`config.mk`:
```
export PLATFORM = sky130hd
export DESIGN_NAME = imem_loader
export DESIGN_NICKNAME = d
export VERILOG_FILES = /design/src/rtl/imem_loader.sv
export SDC_FILE = /design/constraint.sdc
export NUM_CORES = 1
export LEC_CHECK = 0
export ABC_AREA = 0
export CORE_MARGIN = 4
export CORE_UTILIZATION = 47
export DETAILED_ROUTE_END_ITERATION = 10
export PLACE_DENSITY = 0.86
export SLEW_MARGIN = 20
export SYNTH_ARGS = -nofsm -noshare
export SYNTH_HDL_FRONTEND = slang
export SYNTH_SLANG_ARGS = --single-unit
```
`constraint.sdc`:
```
create_clock -name clk -period 2.5 [get_ports clk]
set_input_delay 0.5 -clock clk [delete_from_list [all_inputs] [get_ports clk]]
set_output_delay 0.5 -clock clk [all_outputs]
set_load 0.01 [all_outputs]
```
`src/rtl/imem_loader.sv`:
```
// Instruction-memory loader: assembles little-endian bytes into 32-bit words and writes them to imem.
// Latency: imem_we asserts the cycle after the 4th byte handshake of a word; 1 word per 5 cycles at best.
// Backpressure: byte_ready is a registered state decode (RECV/CHECK only); byte_valid=0 stalls forever.
//
// Ports:
//   clk, rst            - single clock, synchronous active-high reset
//   start, len_words    - load request and word count, honoured in IDLE/DONE/ERR only
//   byte_valid/_data    - upstream byte stream; byte_ready - byte accepted this cycle
//   imem_we/addr/wd     - instruction-memory write port (byte address, word aligned)
//   core_rst            - holds the core in reset everywhere except DONE
//   busy, done, error   - status flags
//
// Optional feature: define IMEM_LOADER_CHECKSUM_EN to require a trailing checksum byte
// that makes the 8-bit sum of all data bytes plus itself equal zero.

module imem_loader #(
    parameter int DEPTH_WORDS = 1024,
    parameter int CNT_W       = 11
) (
    input  logic             clk,
    input  logic             rst,
    input  logic             start,
    input  logic [CNT_W-1:0] len_words,
    input  logic             byte_valid,
    input  logic [7:0]       byte_data,
    output logic             byte_ready,
    output logic             imem_we,
    output logic [31:0]      imem_addr,
    output logic [31:0]      imem_wd,
    output logic             core_rst,
    output logic             busy,
    output logic             done,
    output logic             error
);

    typedef enum logic [2:0] {
        IDLE,
        RECV,
        WRITE,
`ifdef IMEM_LOADER_CHECKSUM_EN
        CHECK,
`endif
        DONE,
        ERR
    } state_t;

    localparam logic [CNT_W-1:0] DEPTH_C = CNT_W'(DEPTH_WORDS);

    state_t           state;
    logic [CNT_W-1:0] word_cnt;
    logic [CNT_W-1:0] len_q;
    logic [1:0]       byte_cnt;
    logic [31:0]      word_buf;
    logic             we_q;
`ifdef IMEM_LOADER_CHECKSUM_EN
    logic [7:0]       csum;
`endif

    wire hs = byte_valid && byte_ready;

    // A reset arriving during the WRITE cycle must keep the strobe low in that
    // same cycle, so the registered strobe is gated by rst on the way out.
    assign imem_we = we_q && !rst;

    // Status flags packed as {byte_ready, core_rst, busy, done, error}.
    function automatic logic [4:0] flags_of(input state_t s);
        case (s)
            IDLE:    flags_of = 5'b01000;
            RECV:    flags_of = 5'b11100;
            WRITE:   flags_of = 5'b01100;
`ifdef IMEM_LOADER_CHECKSUM_EN
            CHECK:   flags_of = 5'b11100;
`endif
            DONE:    flags_of = 5'b00010;
            ERR:     flags_of = 5'b01001;
            default: flags_of = 5'b01000;
        endcase
    endfunction

    // Moves to a state and loads the flag registers for that state together,
    // keeping all status outputs registered and consistent with the state.
    task automatic go(input state_t s);
        state <= s;
        {byte_ready, core_rst, busy, done, error} <= flags_of(s);
    endtask

    always_ff @(posedge clk) begin
        if (rst) begin
            state      <= IDLE;
            word_cnt   <= '0;
            len_q      <= '0;
            byte_cnt   <= '0;
            word_buf   <= '0;
            we_q       <= 1'b0;
            imem_addr  <= '0;
            imem_wd    <= '0;
            byte_ready <= 1'b0;
            core_rst   <= 1'b1;
            busy       <= 1'b0;
            done       <= 1'b0;
            error      <= 1'b0;
`ifdef IMEM_LOADER_CHECKSUM_EN
            csum       <= '0;
`endif
        end else begin
            we_q <= 1'b0;
            case (state)
                IDLE, DONE, ERR: begin
                    if (start) begin
                        if (len_words > DEPTH_C) begin
                            go(ERR);
                        end else if (len_words == '0) begin
                            go(DONE);
                        end else begin
                            len_q    <= len_words;
                            word_cnt <= '0;
                            byte_cnt <= '0;
                            word_buf <= '0;
`ifdef IMEM_LOADER_CHECKSUM_EN
                            csum     <= '0;
`endif
                            go(RECV);
                        end
                    end
                end

                RECV: begin
                    if (hs) begin
                        word_buf[8*byte_cnt +: 8] <= byte_data;
`ifdef IMEM_LOADER_CHECKSUM_EN
                        csum <= 8'(csum + byte_data);
`endif
                        if (byte_cnt == 2'd3) begin
                            // The 4th byte is taken straight from the input so the
                            // write can go out in the very next cycle.
                            byte_cnt  <= '0;
                            we_q      <= 1'b1;
                            imem_addr <= 32'({word_cnt, 2'b00});
                            imem_wd   <= {byte_data, word_buf[23:0]};
                            go(WRITE);
                        end else begin
                            byte_cnt <= byte_cnt + 2'd1;
                        end
                    end
                end

                WRITE: begin
                    word_cnt <= word_cnt + CNT_W'(1);
                    if (word_cnt == len_q - CNT_W'(1)) begin
`ifdef IMEM_LOADER_CHECKSUM_EN
                        go(CHECK);
`else
                        go(DONE);
`endif
                    end else begin
                        go(RECV);
                    end
                end

`ifdef IMEM_LOADER_CHECKSUM_EN
                CHECK: begin
                    if (hs) begin
                        if (8'(csum + byte_data) == 8'd0) begin
                            go(DONE);
                        end else begin
                            go(ERR);
                        end
                    end
                end
`endif

                default: go(IDLE);
            endcase
        end
    end

endmodule
```
-- Word level (Yosys, flattened, before mapping)
Cells that the tools add are included.
- add/sub/neg operators: 4
- order comparisons: 1
- equality and inequality tests: 11
- shifts and indexed selects: 2
- mux-type cells: 45
- bitwise gates (word level): 4
- reduce and logical (&&, ||, !) cells: 14
- operators with widths (cell ; number):
    $mux W32 ; 4
    $pmux W32 S2 ; 1
    $neg A5 Y34 ; 1
    $shift A8 B34 Y32 const A ; 1
    $shiftx A8 B34 Y32 ; 1
    $mux W11 ; 3
    $bwmux W32 ; 1
    $pmux W11 S2 ; 1
    $mux W1 ; 17
    $mux W2 ; 7
    $mux W3 ; 4
    $pmux W1 S3 ; 4
    $add A11 B1 Y11 const B ; 1
    $eq A11 B11 Y1 ; 1
    $gt A11 B11 Y1 const B ; 1
    $logic_not A11 Y1 ; 1
    $sub A11 B1 Y11 const B ; 1
    $ne A2 B2 Y1 const B ; 5
    $pmux W3 S3 ; 1
    $reduce_and A4 Y1 ; 2
    $eq A3 B2 Y1 const B ; 2
    $reduce_and A3 Y1 ; 2
    $reduce_or A3 Y1 ; 2
    $reduce_and A5 Y1 ; 1
    other kinds (11) ; 16
- bits in registers: 108
- bits of input ports: 23
- word-level logic and storage cells: 94

-- Logic depth before layout (Yosys ltp)
- word-level depth: 5
- gate-level depth with buffers: 9

-- Least setup slack after synthesis
Ideal clock, no wire load.
- path type: input to register
- from: in len_words[6]
- to: reg word_cnt[9]
- setup time: 70 ps
- data arrival time: 2369 ps
- setup slack: 61 ps
- cell stages on the path: 6
- path buffers: 0
- cell sequence: or4_4 > o31a_1 > o21a_1 > nand4bb_1 > or4_1 > a21oi_1
- word-level cells in the longest chain between the ends: 3
- RTL lines (item ; RTL line ; source):
    from (decl) ; 23 ; input logic [CNT_W-1:0] len_words,
    $gt A11 B11 Y1 / $logic_not A11 Y1 (equally long branches) ; 110, 112 ;
    $ne A2 B2 Y1 (no line) ; -- ;
    $reduce_and A4 Y1 (no line) (*) ; -- ;
    to (signal assigned) ; 148 ; word_cnt <= word_cnt + CNT_W'(1);
    to (decl) ; 50 ; logic [CNT_W-1:0] word_cnt;
Mark *: on every way between the ends. The rest lies on a longest branch, timed or not.
A chain may end at the register's enable or synchronous reset.

-- Worst setup path after layout
- from: reg len_q[1]
- to: reg state[1]
- word-level cells in the longest chain between the ends: 4
- RTL lines (item ; RTL line ; source):
    from (decl) ; 51 ; logic [CNT_W-1:0] len_q;
    from (signal assigned) ; 115 ; len_q <= len_words;
    $sub A11 B1 Y11 ; 149 ; if (word_cnt == len_q - CNT_W'(1)) begin
    $eq A11 B11 Y1 ; 149 ;
    $mux W2 ; 149 ;
    $pmux W3 S3 ; 107 ; case (state)
    to (signal assigned) ; 89 ; state <= IDLE;
    to (decl) ; 49 ; state_t state;
No other way between the ends.

==> reports/qor.yml <==
p_total_mw: 3.63
cp.required_ns: 2.80
switchingPower_mw: 1.13
clk_latency_ns: 0.38
ys_warn_count: 0
die_width_um: 109
synth_cell_types: 54
grt_first_pass_wirelength_mm: 18.5
cap_violations: 0
worst-slew-pin-transition_ns: 0.590
end_kind: "register"
slew_violations: 0
power_frac_seq_pct: 47.2
dieArea_um2: 11800
clock_power_share_pct: 30.4
fin_crit_ns: 2.39
port_buffers: 71
wirelength_mm: 11.7
arrival_ns: 2.70
synth_edf_count: 0
gr-total-overflow: 0
combPwrFrac_pct: 22.5
area_growth_pct: 27.6
h-tree-depth: 3
max-clock-path-buffers: 2
netlist_area_um2: 4760
setup_viol: 0
gp_congestion: 0.888
critPathMaxStageDelay_ns: 0.54
cp_cell_sequence: "inv_1, ha_2, nor4b_4, buf_4, xnor2_1, a41o_1, nor2_1, or4_1, a21oi_1"
start_kind: "register"
cts.sinks: 100
finalHoldViolCount: 0
cts-root-buf: "clkbuf_8"
ir_worst_vdd_uv: 349
layout-drive-gt1-share_pct: 12.0
switching_share_pct: 31.2
hpwl_mm: 8.08
synthCells: 575
rows: 36
holdCritPathClass: "input pin to register"
cts_tree: "yes"
hold_buffers: 0
initial_core_util_pct: 48.4
core_area_um2: 9820
io_pins: 93
crit_type: "register to register"
synthTopCellsByArea: "dfxtp_1 42%, nand2_1 7.8%, mux2i_1 7.4%, a21oi_1 5.9%, nor2_1 4.7%"
yosys.area.top_type_share_pct: 42.1
grt_pass1_vias: 4083
clk_pin_slew_worst_paths_ns: 0.10
synth_ff_type: "dfxtp_1"
drt_iter0_drc: 252
fin_util_pct: 61.8
dp_cells: 772
antenna_found_initial: 0
die-height_um: 109
nets: 685
finalSetupTns_ns: 0
drc: 0
wl_per_cell_um: 14.7
powerDensity_nw_per_um2: 598
yosysSeqAreaShare_pct: 42.1
fmax_mhz: 418
p_int_mw: 2.50
skew_ns: 0.0140
instances_no_fill: 793
cp_max_fo: 8
antenna_cells_inserted: 0
grt_start_max_net_pins: 46
via_per_inst: 5.34
dr_total_vias: 4236
ant_nets: 0
yosys.area.top_type: "dfxtp_1"
status: "complete, no violations"
p_leak_nw: 2.34
first_pass_iters: 5
ys_ff_latch: 100
max-slew-margin-rel_pct: 60.7
async_flop_share_pct: 0
synth.avg_cell_area_um2: 8.27
grtUsageTotal_pct: 19.5
cp_slowest_cell: "or4_1"
cts_made_buffers: 9
fin_crit_sh_pct: 95.7
## power groups by stage
stage               clock [mW]  sequential (mW)  combinational [mW]
CTS                       1.12             1.71               0.758
finish                    1.10             1.71               0.814
detailed placement           0             1.74               0.719
global route              1.18             1.72               0.877
floorplan                    0             1.71               0.546
global placement             0             1.74               0.698
## final timing paths
| path | startpoint | endpoint | slack (ns) | depth (start not counted) |
|---|---|---|---|---|
| worst max register to register | len_q[1] | state[1] | 0.11 | 9 |
| worst max-delay path | len_q[1] | state[1] | 0.11 | 9 |
| worst min register to register | imem_wd[21] | imem_wd[21] | 0.46 | 2 |
| worst min-delay path | len_words[2] | len_q[2] | 0.42 | 3 |
## what timing repair did
item,in CTS,in global routing
setup endpoints to repair,32,38
gates cloned,0,1
buffers inserted,0,4
pin swaps,6,7
gates resized for setup,8,29
## state kept, by name (all words and copies together), names as in the netlist
register and flops:
imem_wd 32, word_buf 24, imem_addr 11, len_q 11, word_cnt 11, state 3
byte_cnt 2, busy 1, byte_ready 1, core_rst 1, done 1, error 1
we_q 1
## through the flow
| stage | setup slack [ns] | hold WS, ns | instance area, µm² |
|---|---|---|---|
| 2_1_floorplan | 0.0611 | 0.432 | 4830 |
| 3_3_place_gp | -0.436 | 0.443 | 5640 |
| 3_5_place_dp | -0.561 | 0.447 | 5640 |
| 4_1_cts | 0.00846 | 0.458 | 5910 |
| 5_1_grt | -0.0405 | 0.439 | 6070 |
| 6_report | 0.106 | 0.415 | 6070 |
## cells in the mapped netlist (2+ instances only)
library cell / n
and3_1: 2
nor3b_1: 3
nor2_1: 59
a31oi_1: 3
inv_1: 12
o31ai_1: 2
nor4_1: 6
xor2_1: 4
clkbuf_1: 31
dfxtp_1: 100
a311oi_1: 2
or2_2: 4
buf_4: 22
nor4b_1: 5
mux2i_1: 35
o21a_1: 5
nand2_1: 99
ha_1: 7
nor2b_1: 5
o2111ai_2: 3
and2_1: 25
or4_1: 5
o21ai_0: 10
nand2b_1: 3
xnor2_1: 17
buf_2: 3
nand3_1: 5
a21oi_1: 56
nand4_1: 7
nand3b_1: 2
a211oi_1: 2
nor3_1: 9
## area by class of cell
type / count / area, µm²
tap: 133 / 166
clock inverter: 7 / 91.3
multi-input combinational: 427 / 2630
timing repair buffer: 105 / 1000
inverter: 12 / 45.0
clock buffer: 9 / 124
fill: 828 / 3750
sequential: 100 / 2000
## placed cells by master (no fill, tap or decap), types with 5 or more instances in the layout
cell type / instances
a21oi_1: 56
and2_1: 25
buf_4: 29
clkbuf_8: 9
clkdlybuf4s50_1: 62
conb_1: 21
dfxtp_1: 99
dlymetal6s2s_1: 8
ha_1: 6
inv_1: 12
mux2i_1: 35
nand2_1: 98
nand3_1: 5
nand4_1: 7
nor2_1: 58
nor2b_1: 5
nor3_1: 8
o21a_1: 5
o21ai_0: 10
xnor2_1: 17
## routing by layer
metal | GRT usage (%) | wire length, µm | part of all wire, %
met5 | 0 | 0 | 0
met4 | 8.66 | 216 | 1.9
met3 | 4.00 | 666 | 5.7
met2 | 34.5 | 6050 | 52
met1 | 22.6 | 4730 | 41
## kinds of logic after synthesis
logic type,share of synthesized area (%)
DFF,42.1
adders and majority gates,1.84
and+or+nand+nor,25.0
other,0.0789
muxes,7.37
buffers and inverters,7.18
xor gates and xnor gates,3.87
AOI/OAI and AO/OA,12.5
## worst max-delay path: cells and delay by family, from the launching register on
family                     cells  cell delay (ns)
xor gates and xnor gates       1             0.11
DFF                            1             0.35
and+or+nand+nor                3             1.03
adders and majority gates      1             0.20
AOI/OAI and AO/OA              2             0.37
buffers and inverters          2             0.25
(Power assumes the default switching activity.)
